**src/rtl/stl_pkg.sv**
```systemverilog
// Shared constants for the STL UART to TileLink-UL bridge: TL opcodes,
// command/response packet field positions, FSM encoding and packing helpers.
package stl_pkg;

  // TileLink-UL A-channel opcodes
  localparam logic [2:0] TL_PUT_FULL        = 3'd0;
  localparam logic [2:0] TL_PUT_PARTIAL     = 3'd1;
  localparam logic [2:0] TL_GET             = 3'd4;
  // TileLink-UL D-channel opcodes
  localparam logic [2:0] TL_ACCESS_ACK      = 3'd0;
  localparam logic [2:0] TL_ACCESS_ACK_DATA = 3'd1;

  // Command packet field LSBs
  localparam int PKT_OP_LSB   = 0;
  localparam int PKT_SIZE_LSB = 8;
  localparam int PKT_SRC_LSB  = 16;
  localparam int PKT_MASK_LSB = 24;
  localparam int PKT_ADDR_LSB = 32;
  localparam int PKT_DATA_LSB = 64;

  // Response packet flag bits
  localparam int RSP_DENIED_BIT  = 3;
  localparam int RSP_CORRUPT_BIT = 4;
  localparam int RSP_LERR_BIT    = 5;
  localparam int RSP_TMO_BIT     = 6;

  typedef enum logic [1:0] {
    ST_IDLE,
    ST_REQ,
    ST_WAIT_D,
    ST_RESP
  } state_e;

  // Only PutFull/PutPartial/Get with at most an 8-byte beat are forwarded.
  function automatic logic cmd_legal(logic [2:0] op, logic [3:0] size);
    return ((op == TL_PUT_FULL) || (op == TL_PUT_PARTIAL) || (op == TL_GET)) &&
           (size <= 4'd3);
  endfunction

  // Assemble a response packet; unnamed bits are forced to zero.
  function automatic logic [127:0] pack_rsp(
    logic [2:0]  op,
    logic        denied,
    logic        corrupt,
    logic        lerr,
    logic        tmo,
    logic [3:0]  size,
    logic [7:0]  src,
    logic [31:0] addr,
    logic [63:0] data
  );
    logic [127:0] r;
    r = '0;
    r[2:0]                 = op;
    r[RSP_DENIED_BIT]      = denied;
    r[RSP_CORRUPT_BIT]     = corrupt;
    r[RSP_LERR_BIT]        = lerr;
    r[RSP_TMO_BIT]         = tmo;
    r[11:8]                = size;
    r[23:16]               = src;
    r[63:32]               = addr;
    r[127:64]              = data;
    return r;
  endfunction

endpackage

```
**src/rtl/stl_timeout_counter.sv**
```systemverilog
// Loadable, clearable down-counter; expire_o is high while the count sits at
// zero and the timeout is enabled.
module stl_timeout_counter #(
  parameter int W  = 17,
  parameter bit EN = 1'b1
) (
  input  logic         clk,
  input  logic         rst,
  input  logic         load_i,
  input  logic [W-1:0] load_val_i,
  input  logic         clr_i,
  input  logic         dec_i,
  output logic         expire_o
);

  logic [W-1:0] count_q;

  // Load has priority over clear; decrement saturates at zero.
  always_ff @(posedge clk or posedge rst) begin
    if (rst)                        count_q <= '0;
    else if (load_i)                count_q <= load_val_i;
    else if (clr_i)                 count_q <= '0;
    else if (dec_i && count_q != '0) count_q <= count_q - 1'b1;
  end

  assign expire_o = EN && (count_q == '0);

endmodule

```
**src/rtl/stl_uart_tl_bridge.sv**
```systemverilog
// Bridge: one 16-byte command packet -> one TL-UL A beat, wait for the D beat,
// return a 16-byte response packet. One transaction in flight at a time.
module stl_uart_tl_bridge
  import stl_pkg::*;
#(
  parameter int TIMEOUT_CYCLES = 100_000,
  parameter int ADDR_W         = 32,
  parameter int DATA_W         = 64
) (
  input  logic                clk,
  input  logic                reset,
  input  logic                packet_valid,
  output logic                packet_ready,
  input  logic [127:0]        packet_data,
  output logic                tl_response_valid,
  input  logic                tl_response_ready,
  output logic [127:0]        tl_response_data,
  output logic                tl_a_valid,
  input  logic                tl_a_ready,
  output logic [2:0]          tl_a_opcode,
  output logic [2:0]          tl_a_param,
  output logic [3:0]          tl_a_size,
  output logic [7:0]          tl_a_source,
  output logic [ADDR_W-1:0]   tl_a_address,
  output logic [DATA_W/8-1:0] tl_a_mask,
  output logic [DATA_W-1:0]   tl_a_data,
  input  logic                tl_d_valid,
  output logic                tl_d_ready,
  input  logic [2:0]          tl_d_opcode,
  input  logic [3:0]          tl_d_size,
  input  logic [7:0]          tl_d_source,
  input  logic                tl_d_denied,
  input  logic                tl_d_corrupt,
  input  logic [DATA_W-1:0]   tl_d_data
);

  localparam int CW = (TIMEOUT_CYCLES > 1) ? $clog2(TIMEOUT_CYCLES) : 1;
  localparam logic [CW-1:0] TO_LOAD = CW'((TIMEOUT_CYCLES > 0) ? TIMEOUT_CYCLES - 1 : 0);

  state_e              state_q, state_d;
  logic [127:0]        resp_q, resp_d;
  logic [2:0]          a_op_q;
  logic [3:0]          a_size_q;
  logic [7:0]          a_src_q;
  logic [ADDR_W-1:0]   a_addr_q;
  logic [DATA_W/8-1:0] a_mask_q;
  logic [DATA_W-1:0]   a_data_q;
  logic                cnt_load, cnt_dec, cnt_clr, cnt_expire;
  logic                pkt_fire;

  logic [2:0]          pkt_op;
  logic [3:0]          pkt_size;
  logic [7:0]          pkt_src;
  logic [ADDR_W-1:0]   pkt_addr;

  assign pkt_op   = packet_data[PKT_OP_LSB +: 3];
  assign pkt_size = packet_data[PKT_SIZE_LSB +: 4];
  assign pkt_src  = packet_data[PKT_SRC_LSB +: 8];
  assign pkt_addr = packet_data[PKT_ADDR_LSB +: ADDR_W];
  assign pkt_fire = (state_q == ST_IDLE) && packet_valid;

  // Reserved command bits are deliberately ignored.
  logic unused_pkt_bits;
  assign unused_pkt_bits = ^{packet_data[7:3], packet_data[15:12]};

  stl_timeout_counter #(
    .W  (CW),
    .EN (TIMEOUT_CYCLES != 0)
  ) u_tmo (
    .clk        (clk),
    .rst        (reset),
    .load_i     (cnt_load),
    .load_val_i (TO_LOAD),
    .clr_i      (cnt_clr),
    .dec_i      (cnt_dec),
    .expire_o   (cnt_expire)
  );

  // State register and response holding register.
  always_ff @(posedge clk or posedge reset) begin
    if (reset) begin
      state_q <= ST_IDLE;
      resp_q  <= '0;
    end else begin
      state_q <= state_d;
      resp_q  <= resp_d;
    end
  end

  // A-channel fields are captured at packet fire and held through REQ.
  always_ff @(posedge clk or posedge reset) begin
    if (reset) begin
      a_op_q   <= '0;
      a_size_q <= '0;
      a_src_q  <= '0;
      a_addr_q <= '0;
      a_mask_q <= '0;
      a_data_q <= '0;
    end else if (pkt_fire) begin
      a_op_q   <= pkt_op;
      a_size_q <= pkt_size;
      a_src_q  <= pkt_src;
      a_addr_q <= pkt_addr;
      a_mask_q <= packet_data[PKT_MASK_LSB +: DATA_W/8];
      a_data_q <= packet_data[PKT_DATA_LSB +: DATA_W];
    end
  end

  // Next-state and response assembly; a D beat beats a coincident timeout.
  always_comb begin
    state_d  = state_q;
    resp_d   = resp_q;
    cnt_load = 1'b0;
    cnt_dec  = 1'b0;
    cnt_clr  = 1'b0;
    unique case (state_q)
      ST_IDLE: begin
        if (packet_valid) begin
          if (cmd_legal(pkt_op, pkt_size)) begin
            state_d = ST_REQ;
          end else begin
            state_d = ST_RESP;
            resp_d  = pack_rsp(pkt_op, 1'b0, 1'b0, 1'b1, 1'b0, pkt_size,
                               pkt_src, 32'(pkt_addr), 64'h0);
          end
        end
      end
      ST_REQ: begin
        if (tl_a_ready) begin
          state_d  = ST_WAIT_D;
          cnt_load = 1'b1;
        end
      end
      ST_WAIT_D: begin
        cnt_dec = 1'b1;
        if (tl_d_valid) begin
          state_d = ST_RESP;
          resp_d  = pack_rsp(tl_d_opcode, tl_d_denied, tl_d_corrupt,
                             tl_d_source != a_src_q, 1'b0, tl_d_size,
                             tl_d_source, 32'(a_addr_q), 64'(tl_d_data));
        end else if (cnt_expire) begin
          state_d = ST_RESP;
          resp_d  = pack_rsp(TL_ACCESS_ACK, 1'b0, 1'b0, 1'b0, 1'b1, 4'h0,
                             8'h0, 32'(a_addr_q), 64'h0);
        end
      end
      ST_RESP: begin
        cnt_clr = 1'b1;
        if (tl_response_ready) state_d = ST_IDLE;
      end
      default: state_d = ST_IDLE;
    endcase
  end

  assign packet_ready      = (state_q == ST_IDLE);
  assign tl_a_valid        = (state_q == ST_REQ);
  assign tl_d_ready        = (state_q == ST_IDLE) || (state_q == ST_WAIT_D);
  assign tl_response_valid = (state_q == ST_RESP);
  assign tl_response_data  = resp_q;
  assign tl_a_opcode       = a_op_q;
  assign tl_a_param        = 3'd0;
  assign tl_a_size         = a_size_q;
  assign tl_a_source       = a_src_q;
  assign tl_a_address      = a_addr_q;
  assign tl_a_mask         = a_mask_q;
  assign tl_a_data         = a_data_q;

endmodule
```
**config.mk**
```make
export PLATFORM = sky130hd
export DESIGN_NAME = stl_uart_tl_bridge
export DESIGN_NICKNAME = d
export VERILOG_FILES = /design/src/rtl/stl_pkg.sv /design/src/rtl/stl_timeout_counter.sv /design/src/rtl/stl_uart_tl_bridge.sv
export SDC_FILE = /design/constraint.sdc
export NUM_CORES = 1
export LEC_CHECK = 0
export ABC_AREA = 1
export CAP_MARGIN = 20
export CELL_PAD_IN_SITES_DETAIL_PLACEMENT = 0
export CELL_PAD_IN_SITES_GLOBAL_PLACEMENT = 1
export CORE_MARGIN = 2
export CORE_UTILIZATION = 34
export CTS_CLUSTER_DIAMETER = 60
export DETAILED_ROUTE_END_ITERATION = 6
export GPL_ROUTABILITY_DRIVEN = 0
export PLACE_DENSITY_LB_ADDON = 0.1
export REMOVE_ABC_BUFFERS = 1
export SYNTH_ARGS = -nofsm -noshare
export SYNTH_HDL_FRONTEND = slang
export SYNTH_SLANG_ARGS = --single-unit
```
**constraint.sdc**
```tcl
create_clock -name clk -period 19.1 [get_ports clk]
set_input_delay 3.82 -clock clk [delete_from_list [all_inputs] [get_ports clk]]
set_output_delay 3.82 -clock clk [all_outputs]
set_load 0.03 [all_outputs]
```
==> impl_metrics.tcl, run 1 <==
set metrics [dict create \
    status "finished, final reports clean" \
    grt_use_total 0.202 \
    finish.net_count 1726 \
    layout.cell_area.non_filler_mm2 0.0170 \
    period_minus_slack_ps 6700 \
    cts.repair.resized 0 \
    finalSetupTns_ps 0 \
    num_rows 66 \
    setup-violations-final 0 \
    routed_wl_um 35500 \
    tightestPinTransition_ps 956 \
    nFillCells 3058 \
    syn_to_final_growth_pct 51.4 \
    final_hold_viol_count 0 \
    grt_pass1_wl_um 53000 \
    dpl.hpwl_um 25100 \
    crit_fanout 64 \
    netlist-cell-type-count 30 \
    multiInputGateArea_mm2 0.00425 \
    largest_net_degree_at_the_start_of_global_routing 134 \
    arrival_time_at_the_worst_endpoint_ps 7170 \
    cts-hold-fix-buffers 0 \
    final-seq-area_mm2 0.00633 \
    placeableCoreArea_mm2 0.0325 \
    ctsRootBufferMaster "sky130_fd_sc_hd__clkbuf_16" \
    die_x_um 186 \
    report.power.total_mw 3.38 \
    worst_hold_startpoint "tl_response_data[21]" \
    start_kind "primary input" \
    crit_path_end_kind "flip-flop" \
    grt_pass1_vias 9001 \
    max_freq_ghz 0.149 \
    setup.worst_path.class "primary input to flip-flop" \
    clkSlewWorstSetupHoldPaths_ps 60 \
    dr_total_vias 8944 \
    layout_worst_path_cycle_share 0.351 \
    drt_iter0_drc 449 \
    detailed_place.area_mm2 0.0159 \
    rsz0062_at_grt "false" \
    power_density_mw_per_mm2 199 \
    fin_worst_hold_slack_ps 476 \
    yosys_warnings 0 \
    route.detailed.drc 0 \
    hp-class "flip-flop to flip-flop" \
    die-height_um 186 \
    cts_tree "done" \
    globalRouteOverflowTotal 0 \
    required_ps 19570 \
    initial_utilization 0.344 \
    drv.max_cap_violation_count 0 \
    setup.worst_path.start "packet_data[2]" \
    grt.busiest_layer "met2" \
    drive_above_1_share 0.156 \
    clock_insertion_delay_worst_skew_ps 560 \
    viasPerCell 4.53 \
    drt_first_pass_iters 6 \
    postSynthCellCount 1077 \
    initial_antenna_violation_count 9 \
    drt.antenna.violating_nets 0 \
    grt_util_met2 0.350 \
    yosys_register_bits 253 \
    sequential_share_of_the_synthesized_area 0.565 \
    fp.dieArea_mm2 0.0344 \
    final.setup_skew_ps 14.1 \
    drv_slew 0 \
    ioPinCount 469 \
    global_route.usage.met1 0.234 \
    synth.cell_area_mm2 0.0112 \
    power_leakage_nw 7.42 \
    numPortBuffers 443 \
    ir_drop_mv 0.0951 \
    number_of_buffers_added_by_the_clock_tree_synthesis_step 31 \
    avgSynthCellArea_um2 10.4 \
    post-cts-setup-buffer-count 0 \
    cts_htree_levels 1 \
    longest_clk_path_bufs 3 \
    postLayoutCoreUtil 0.521 \
    cts.sink_count 253 \
    route.detailed.wl_per_inst_um 18.0 \
    regToRegStartpoint "state_q[0]" \
    met3_usage 0.0781 \
    relSlewSlack 0.363 \
]
placed cells by master (no fill, tap or decap), drive strengths merged, types with 2 or more instances in the layout:
cell	Yosys	routed
o22ai	7	7
clkbuf	22	48
bufinv	0	3
mux2i	32	32
diode	0	3
inv	58	59
nor2	41	41
clkinv	1	6
clkdlybuf4s50	0	443
nand3	22	22
ha	5	5
buf	49	9
or2	2	2
conb	1	16
and2	2	2
mux2	104	104
dfrtp	253	253
nand2	326	326
o21ai	143	143
nand4	6	6
registers in the layout, indices dropped and copies added, names as in the netlist:
register / flops
state_q: 2
tl_a_size: 4
tl_a_source: 8
tl_response_data: 115
u_tmo.count_q: 17
tl_a_address: 32
tl_a_mask: 8
tl_a_data: 64
tl_a_opcode: 3
critical path, stage by stage:
cell and delay [ps]:
sky130_fd_sc_hd__clkdlybuf4s50_1 450, sky130_fd_sc_hd__nand2_1 110, sky130_fd_sc_hd__nand4_1 110, sky130_fd_sc_hd__nand2_1 100, sky130_fd_sc_hd__o21ai_0 160, sky130_fd_sc_hd__nand3_4 600
sky130_fd_sc_hd__buf_4 690, sky130_fd_sc_hd__buf_4 530, sky130_fd_sc_hd__buf_16 330, sky130_fd_sc_hd__nand2_1 110, sky130_fd_sc_hd__o21ai_2 70
cell families (layout without fill, tap and decap cells):
| logic type | after synthesis | count (layout) | synth area share |
|---|---|---|---|
| fa+ha+maj | 5 | 5 | 0.00558 |
| other cells | 1 | 19 | 0.000335 |
| buf+inv | 130 | 568 | 0.0629 |
| compound gates | 151 | 151 | 0.0879 |
| flops | 253 | 253 | 0.565 |
| simple gates | 400 | 400 | 0.145 |
| mux | 136 | 136 | 0.133 |
| xor+xnor | 1 | 1 | 0.000782 |
path summary, 6_finish.rpt:
path	endpoint	slack, ps	cells after the start
setup / recovery	tl_response_data[92]	12400	11
hold / removal	tl_response_data[21]	480	2
setup reg to reg	tl_response_data[92]	14570	12
hold reg to reg	tl_response_data[21]	480	2
max in group asynchronous	tl_a_data[47]	13710	3
min in group asynchronous	tl_a_data[28]	3880	2
layout make-up:
cell class | count | share of cell area
flip-flops and latches | 253 | 0.373
diodes | 3 | 0.000443
repair buffers | 452 | 0.267
well taps | 442 | 0.0326
multi-input cells | 709 | 0.250
clock inverters | 9 | 0.00730
clock buffers | 48 | 0.0560
inverters | 59 | 0.0135
per-stage QoR:
step           setup slack [ps]  instances
6_report                  12400       1975
5_1_grt                   12050       1973
4_1_cts                   12160       1971
3_5_place_dp              11590       1914
3_3_place_gp              11580       1914
2_1_floorplan              8320       1021
where the power goes:
part / total (mW) / internal, mW / leakage, nW / switching (mW)
Combinational: 1.83 / 0.725 / 3.71 / 1.11
Clock: 0.613 / 0.379 / 0.535 / 0.233
Sequential: 0.937 / 0.792 / 3.17 / 0.145
Total: 3.38 / 1.90 / 7.42 / 1.49
metal layers:
metal / vias up / wire (µm)
met2: 302 / 17200
li1: 4341 / -
met3: 53 / 3530
met4: 10 / 923
met1: 4238 / 13700
met5: - / 66
synthesized netlist by cell type:
master / instances / share of area
sky130_fd_sc_hd__nand2_1: 323 / 0.11
sky130_fd_sc_hd__dfrtp_1: 253 / 0.56
sky130_fd_sc_hd__mux2_2: 104 / 0.10
sky130_fd_sc_hd__inv_1: 58 / 0.019
sky130_fd_sc_hd__o21ai_2: 58 / 0.045
sky130_fd_sc_hd__o21ai_0: 45 / 0.020
sky130_fd_sc_hd__o21ai_1: 40 / 0.018
sky130_fd_sc_hd__nor2_1: 36 / 0.012
sky130_fd_sc_hd__mux2i_1: 32 / 0.029
sky130_fd_sc_hd__clkbuf_1: 22 / 0.0074
sky130_fd_sc_hd__nand3_1: 20 / 0.0089
sky130_fd_sc_hd__buf_6: 19 / 0.019
sky130_fd_sc_hd__buf_4: 18 / 0.012
sky130_fd_sc_hd__buf_1: 7 / 0.0023
sky130_fd_sc_hd__o22ai_1: 7 / 0.0039
sky130_fd_sc_hd__nand4_1: 6 / 0.0033
sky130_fd_sc_hd__buf_2: 5 / 0.0022
sky130_fd_sc_hd__ha_1: 5 / 0.0056
sky130_fd_sc_hd__nor2_4: 3 / 0.0030
sky130_fd_sc_hd__and2_1: 2 / 0.0011
sky130_fd_sc_hd__nand2_2: 2 / 0.0011
sky130_fd_sc_hd__nand3_4: 2 / 0.0031
sky130_fd_sc_hd__nor2_2: 2 / 0.0011
sky130_fd_sc_hd__or2_2: 2 / 0.0011
sky130_fd_sc_hd__a21boi_0: 1 / 0.00067
sky130_fd_sc_hd__clkinv_1: 1 / 0.00033
sky130_fd_sc_hd__conb_1: 1 / 0.00033
sky130_fd_sc_hd__nand2_4: 1 / 0.0010
sky130_fd_sc_hd__nor3_1: 1 / 0.00045
sky130_fd_sc_hd__xor2_1: 1 / 0.00078
Power figures use the tool's default switching activity.
==> run 2, diff against run 1 <==
--- a/config.mk
+++ b/config.mk
@@ -10,7 +10,7 @@
 export CELL_PAD_IN_SITES_DETAIL_PLACEMENT = 0
 export CELL_PAD_IN_SITES_GLOBAL_PLACEMENT = 1
 export CORE_MARGIN = 2
-export CORE_UTILIZATION = 34
+export CORE_UTILIZATION = 32
 export CTS_CLUSTER_DIAMETER = 60
 export DETAILED_ROUTE_END_ITERATION = 6
 export GPL_ROUTABILITY_DRIVEN = 0
==> constraint.sdc (replaced) <==
create_clock -name clk -period 6.9 [get_ports clk]
set_input_delay 1.38 -clock clk [delete_from_list [all_inputs] [get_ports clk]]
set_output_delay 1.38 -clock clk [all_outputs]
set_load 0.03 [all_outputs]
==> impl_metrics.tcl, run 2 (synthesized netlist as in run 1, its figures left out) <==
set metrics [dict create \
    status "finished, final reports clean" \
    crit_fanout 56 \
    setup.worst_path.start "state_q[0]" \
    required_ps 5520 \
    swShare 0.437 \
    final.setup_skew_ps 18.8 \
    ir_drop_mv 0.403 \
    pwr-share-clk 0.190 \
    dr_total_vias 8953 \
    drive_above_1_share 0.156 \
    report.power.total_mw 9.44 \
    arrival_time_at_the_worst_endpoint_ps 2720 \
    period_minus_slack_ps 4100 \
    viasPerCell 4.51 \
    worst-r2r-cell-count 8 \
    grt_pass1_vias 9065 \
    ctsRootBufferMaster "sky130_fd_sc_hd__clkbuf_16" \
    worst_hold_startpoint "tl_response_data[11]" \
    grt_use_total 0.192 \
    cts.repair.resized 0 \
    die-height_um 191 \
    die_x_um 191 \
    cell_internal_pwr_mw 5.31 \
    drv.max_cap_violation_count 0 \
    post-route-worst-setup-slack_ps 2800 \
    clkSlewWorstSetupHoldPaths_ps 50 \
    route.detailed.wl_per_inst_um 17.9 \
    net-switching-power_mw 4.12 \
    hp-class "flip-flop to flip-flop" \
    numPlacedInstances 1926 \
    number_of_buffers_added_by_the_clock_tree_synthesis_step 34 \
    fp.dieArea_mm2 0.0365 \
    detailed_place.area_mm2 0.0159 \
    layout.cell_area.non_filler_mm2 0.0170 \
    rsz0062_at_grt "false" \
    initial_utilization 0.324 \
    route.detailed.drc 0 \
    post-cts-setup-buffer-count 0 \
    cts.sink_count 253 \
    cts_htree_levels 2 \
    final_cell_mix "443 x sky130_fd_sc_hd__clkdlybuf4s50_1, 322 x sky130_fd_sc_hd__nand2_1, 253 x sky130_fd_sc_hd__dfrtp_1, 104 x sky130_fd_sc_hd__mux2_2, 58 x sky130_fd_sc_hd__o21ai_2" \
    layoutNonFillerInstCount 1987 \
    numPortBuffers 443 \
    logic_gate_share_of_total_power 0.535 \
    globalRouteOverflowTotal 0 \
    final_common_cell "sky130_fd_sc_hd__clkdlybuf4s50_1" \
    longest_clk_path_bufs 3 \
    largest_register_ffs 115 \
    dpl.hpwl_um 25000 \
    relSlewSlack 0.344 \
    cts-hold-fix-buffers 0 \
    power_leakage_nw 7.44 \
    finalSetupTns_ps 0 \
    drv_slew 0 \
    num_rows 68 \
    placeableCoreArea_mm2 0.0345 \
    routed_wl_um 35500 \
    crit_path_end_kind "primary output" \
    seq_power_share 0.275 \
    regToRegStartpoint "state_q[0]" \
    final_hold_viol_count 0 \
    cts_tree "done" \
    largest_net_degree_at_the_start_of_global_routing 170 \
    start_kind "flip-flop" \
    max_freq_ghz 0.244 \
    postLayoutCoreUtil 0.493 \
    drt_first_pass_iters 4 \
    drt_iter0_drc 400 \
    placement.setup.worst_slack_ps 2920 \
    holdPathStages 2 \
    tightestPinTransition_ps 983 \
    ioPinCount 469 \
    setup.worst_path.class "flip-flop to primary output" \
    clock_insertion_delay_worst_skew_ps 490 \
    initial_antenna_violation_count 6 \
    syn_to_final_growth_pct 51.9 \
    layout_worst_path_cycle_share 0.595 \
    grt_pass1_wl_um 54000 \
    finish.net_count 1727 \
    drt.antenna.violating_nets 0 \
    setup-violations-final 0 \
    fin_worst_hold_slack_ps 475 \
    power_density_mw_per_mm2 554 \
]
==> run 2: changes by cell type in the layout (fill, tap and decap cells not counted) <==
cell	change
sky130_fd_sc_hd__clkbuf_16	+4
sky130_fd_sc_hd__buf_4	-2
sky130_fd_sc_hd__clkinv_2	-2
sky130_fd_sc_hd__clkinvlp_4	+2
sky130_fd_sc_hd__inv_6	+1
sky130_fd_sc_hd__clkbuf_8	-3
sky130_fd_sc_hd__buf_12	+1
sky130_fd_sc_hd__buf_16	-1
sky130_fd_sc_hd__diode_2	-1
==> run 2: path summary, 6_finish.rpt <==
check | end | slack (ps)
max | tl_d_ready | 2800
min | tl_response_data[11] | 480
max reg2reg | tl_response_data[113] | 3270
min reg2reg | tl_response_data[11] | 480
max in group asynchronous | tl_response_data[35] | 4050
min in group asynchronous | tl_a_data[59] | 1440
==> run 2: layout make-up <==
| type | instances | area [µm²] |
|---|---|---|
| clock inverters | 10 | 138 |
| fillers | 3237 | 17500 |
| repair buffers | 450 | 4500 |
| clock buffers | 49 | 1010 |
| inverters | 59 | 229 |
| diodes | 2 | 5.00 |
| flip-flops and latches | 253 | 6330 |
| well taps | 455 | 569 |
| multi-input cells | 709 | 4250 |
==> run 2: power groups by stage <==
stage | sequential (mW) | clock, mW | combinational [mW]
floorplan | 3.88 | 0 | 1.78
global placement | 2.58 | 0 | 5.11
detailed placement | 2.61 | 0 | 5.13
CTS | 2.60 | 1.86 | 5.14
global route | 2.70 | 1.92 | 5.41
finish | 2.59 | 1.79 | 5.05
==> run 2: metal layers <==
metal | global-route usage | part of all wire | vias up
li1 | - | - | 4341
met1 | 0.225 | 0.39 | 4256
met2 | 0.329 | 0.49 | 294
met3 | 0.0778 | 0.097 | 54
met4 | 0.0453 | 0.020 | 8
met5 | 0 | 0.0016 | -
==> run 2: worst max-delay path: stages, from the launching register on <==
cell and delay [ps]:
sky130_fd_sc_hd__dfrtp_1 410, sky130_fd_sc_hd__inv_1 130, sky130_fd_sc_hd__ha_4 770, sky130_fd_sc_hd__nor2_1 130, sky130_fd_sc_hd__inv_1 110, sky130_fd_sc_hd__clkdlybuf4s50_1 690
==> run 3, diff against run 2 <==
--- a/config.mk
+++ b/config.mk
@@ -10,7 +10,7 @@
 export CELL_PAD_IN_SITES_DETAIL_PLACEMENT = 0
 export CELL_PAD_IN_SITES_GLOBAL_PLACEMENT = 1
 export CORE_MARGIN = 2
-export CORE_UTILIZATION = 32
+export CORE_UTILIZATION = 29
 export CTS_CLUSTER_DIAMETER = 60
 export DETAILED_ROUTE_END_ITERATION = 6
 export GPL_ROUTABILITY_DRIVEN = 0
==> constraint.sdc (replaced) <==
create_clock -name clk -period 3.76 [get_ports clk]
set_input_delay 0.752 -clock clk [delete_from_list [all_inputs] [get_ports clk]]
set_output_delay 0.752 -clock clk [all_outputs]
set_load 0.03 [all_outputs]
==> impl_metrics.tcl, run 3 (synthesized netlist as in run 1, its figures left out) <==
set metrics [dict create \
    status "finished, final reports clean" \
    reg2reg_setup_slack_ps 1120 \
    layout.cell_area.non_filler_mm2 0.0172 \
    setup.worst_path.class "flip-flop to primary output" \
    placeableCoreArea_mm2 0.0384 \
    required_ps 3010 \
    pwr-share-clk 0.178 \
    ctsRootBufferMaster "sky130_fd_sc_hd__clkbuf_16" \
    placement.setup.worst_slack_ps 787 \
    routed_wl_um 36900 \
    largest_register_ffs 115 \
    layout_worst_path_cycle_share 0.803 \
    detailed_place.area_mm2 0.0161 \
    drv.max_cap_violation_count 0 \
    max_freq_ghz 0.331 \
    drt_first_pass_iters 4 \
    report.power.total_mw 17.2 \
    hp-class "flip-flop to flip-flop" \
    die-height_um 201 \
    slowest_stage "sky130_fd_sc_hd__clkdlybuf4s50_1" \
    setup-violations-final 0 \
    critical-path-max-stage-delay_ps 690 \
    power_density_mw_per_mm2 1000 \
    ioPinCount 469 \
    cts_tree "done" \
    postLayoutCoreUtil 0.448 \
    post-route-worst-setup-slack_ps 742 \
    swShare 0.442 \
    net-switching-power_mw 7.62 \
    largest_net_degree_at_the_start_of_global_routing 85 \
    drive_above_1_share 0.156 \
    final_hold_viol_count 0 \
    grt_use_total 0.183 \
    drv_slew 0 \
    cts_htree_levels 2 \
    die_x_um 201 \
    num_rows 72 \
    grt_pass1_vias 9440 \
    cts.repair.resized 0 \
    cts-hold-fix-buffers 0 \
    regToRegStartpoint "state_q[0]" \
    final.setup_skew_ps 21.3 \
    rsz0062_at_grt "false" \
    longest_clk_path_bufs 3 \
    drt_iter0_drc 370 \
    power_leakage_nw 7.46 \
    crit_path_end_kind "primary output" \
    viasPerCell 4.37 \
    path_common_cell "sky130_fd_sc_hd__inv_1" \
    drt.antenna.violating_nets 0 \
    globalRouteOverflowTotal 0 \
    logic_gate_share_of_total_power 0.545 \
    tightestPinTransition_ps 727 \
    ir_drop_mv 0.583 \
    dpl.hpwl_um 26700 \
    final_common_cell "sky130_fd_sc_hd__clkdlybuf4s50_1" \
    ordered_list_of_cells_on_the_worst_path "inv_1, ha_1, nor2_1, inv_1, clkdlybuf4s50_1" \
    clock_insertion_delay_worst_skew_ps 530 \
    fp.dieArea_mm2 0.0402 \
    final_cell_mix "443 x sky130_fd_sc_hd__clkdlybuf4s50_1, 322 x sky130_fd_sc_hd__nand2_1, 253 x sky130_fd_sc_hd__dfrtp_1, 104 x sky130_fd_sc_hd__mux2_2, 58 x sky130_fd_sc_hd__o21ai_2" \
    initial_antenna_violation_count 5 \
    route.detailed.wl_per_inst_um 17.9 \
    number_of_buffers_added_by_the_clock_tree_synthesis_step 34 \
    worst-r2r-cell-count 8 \
    arrival_time_at_the_worst_endpoint_ps 2270 \
    period_minus_slack_ps 3020 \
    r2r_end "tl_response_data[101]" \
    crit_fanout 6 \
    post-cts-setup-buffer-count 0 \
    syn_to_final_growth_pct 53.3 \
    route.detailed.drc 0 \
    numPortBuffers 443 \
    fin_worst_hold_slack_ps 476 \
    worst_hold_startpoint "tl_response_data[124]" \
    grt_pass1_wl_um 56600 \
    start_kind "flip-flop" \
    worst_hold_path_ep "tl_response_data[124]" \
    cts.sink_count 253 \
    seq_power_share 0.277 \
    initial_utilization 0.292 \
    holdPathStages 2 \
    finish.net_count 1736 \
    clkSlewWorstSetupHoldPaths_ps 50 \
    setup.worst_path.start "state_q[0]" \
    cell_internal_pwr_mw 9.62 \
    relSlewSlack 0.515 \
    dr_total_vias 8992 \
]
-- run 3: changes by cell type in the layout (fill, tap and decap cells not counted), moves of 2 or more --
| cell | previous run | this run |
|---|---|---|
| sky130_fd_sc_hd__clkbuf_1 | 6 | 14 |
| sky130_fd_sc_hd__bufinv_16 | 3 | 1 |
| sky130_fd_sc_hd__buf_12 | 1 | 9 |
| sky130_fd_sc_hd__clkbuf_8 | 8 | 4 |
-- run 3: stage by stage --
step,instances,TNS (ps)
detailed placement,1998,0
floorplan,1021,-1131760
CTS,2058,0
global placement,1998,0
global route,2059,0
finish,2060,0
-- run 3: final cells by class --
cell class                      instances  area [µm²]
Fill cell                            3722       21200
Sequential cell                       253        6330
Timing Repair Buffer                  459        4670
Multi-Input combinational cell        709        4250
Clock buffer                           52         958
Tap cell                              518         648
Inverter                               59         229
Clock inverter                          8        90.1
Antenna cell                            2        5.00
-- run 3: worst max path at each step --
stage | slack (ps) | cells past startpoint | to
global route | 600 | 5 | tl_d_ready
global placement | 830 | 9 | tl_response_data[98]
floorplan | -3950 | 1 | state_q[0]
finish | 740 | 5 | tl_d_ready
detailed placement | 790 | 9 | tl_response_data[71]
CTS | 700 | 5 | tl_d_ready
-- run 3: per-layer routing --
| layer | routed length, µm | track usage |
|---|---|---|
| met5 | 44 | 0 |
| met4 | 865 | 0.0614 |
| met3 | 3640 | 0.0781 |
| met2 | 17400 | 0.302 |
| met1 | 15000 | 0.215 |
-- run 3: worst max-delay path: cells and delay by family, from the launching register on --
kind / cells / cell delay, ps
buf+inv: 3 / 900
simple gates: 1 / 100
fa+ha+maj: 1 / 330
flops: 1 / 410
-- run 3: power by group through the flow --
stage	combinational (mW)	sequential, mW	clock (mW)
global placement	9.52	4.74	0
detailed placement	9.52	4.80	0
finish	9.40	4.78	3.07
global route	10.1	4.96	3.29
floorplan	3.26	7.11	0
CTS	9.55	4.79	3.19
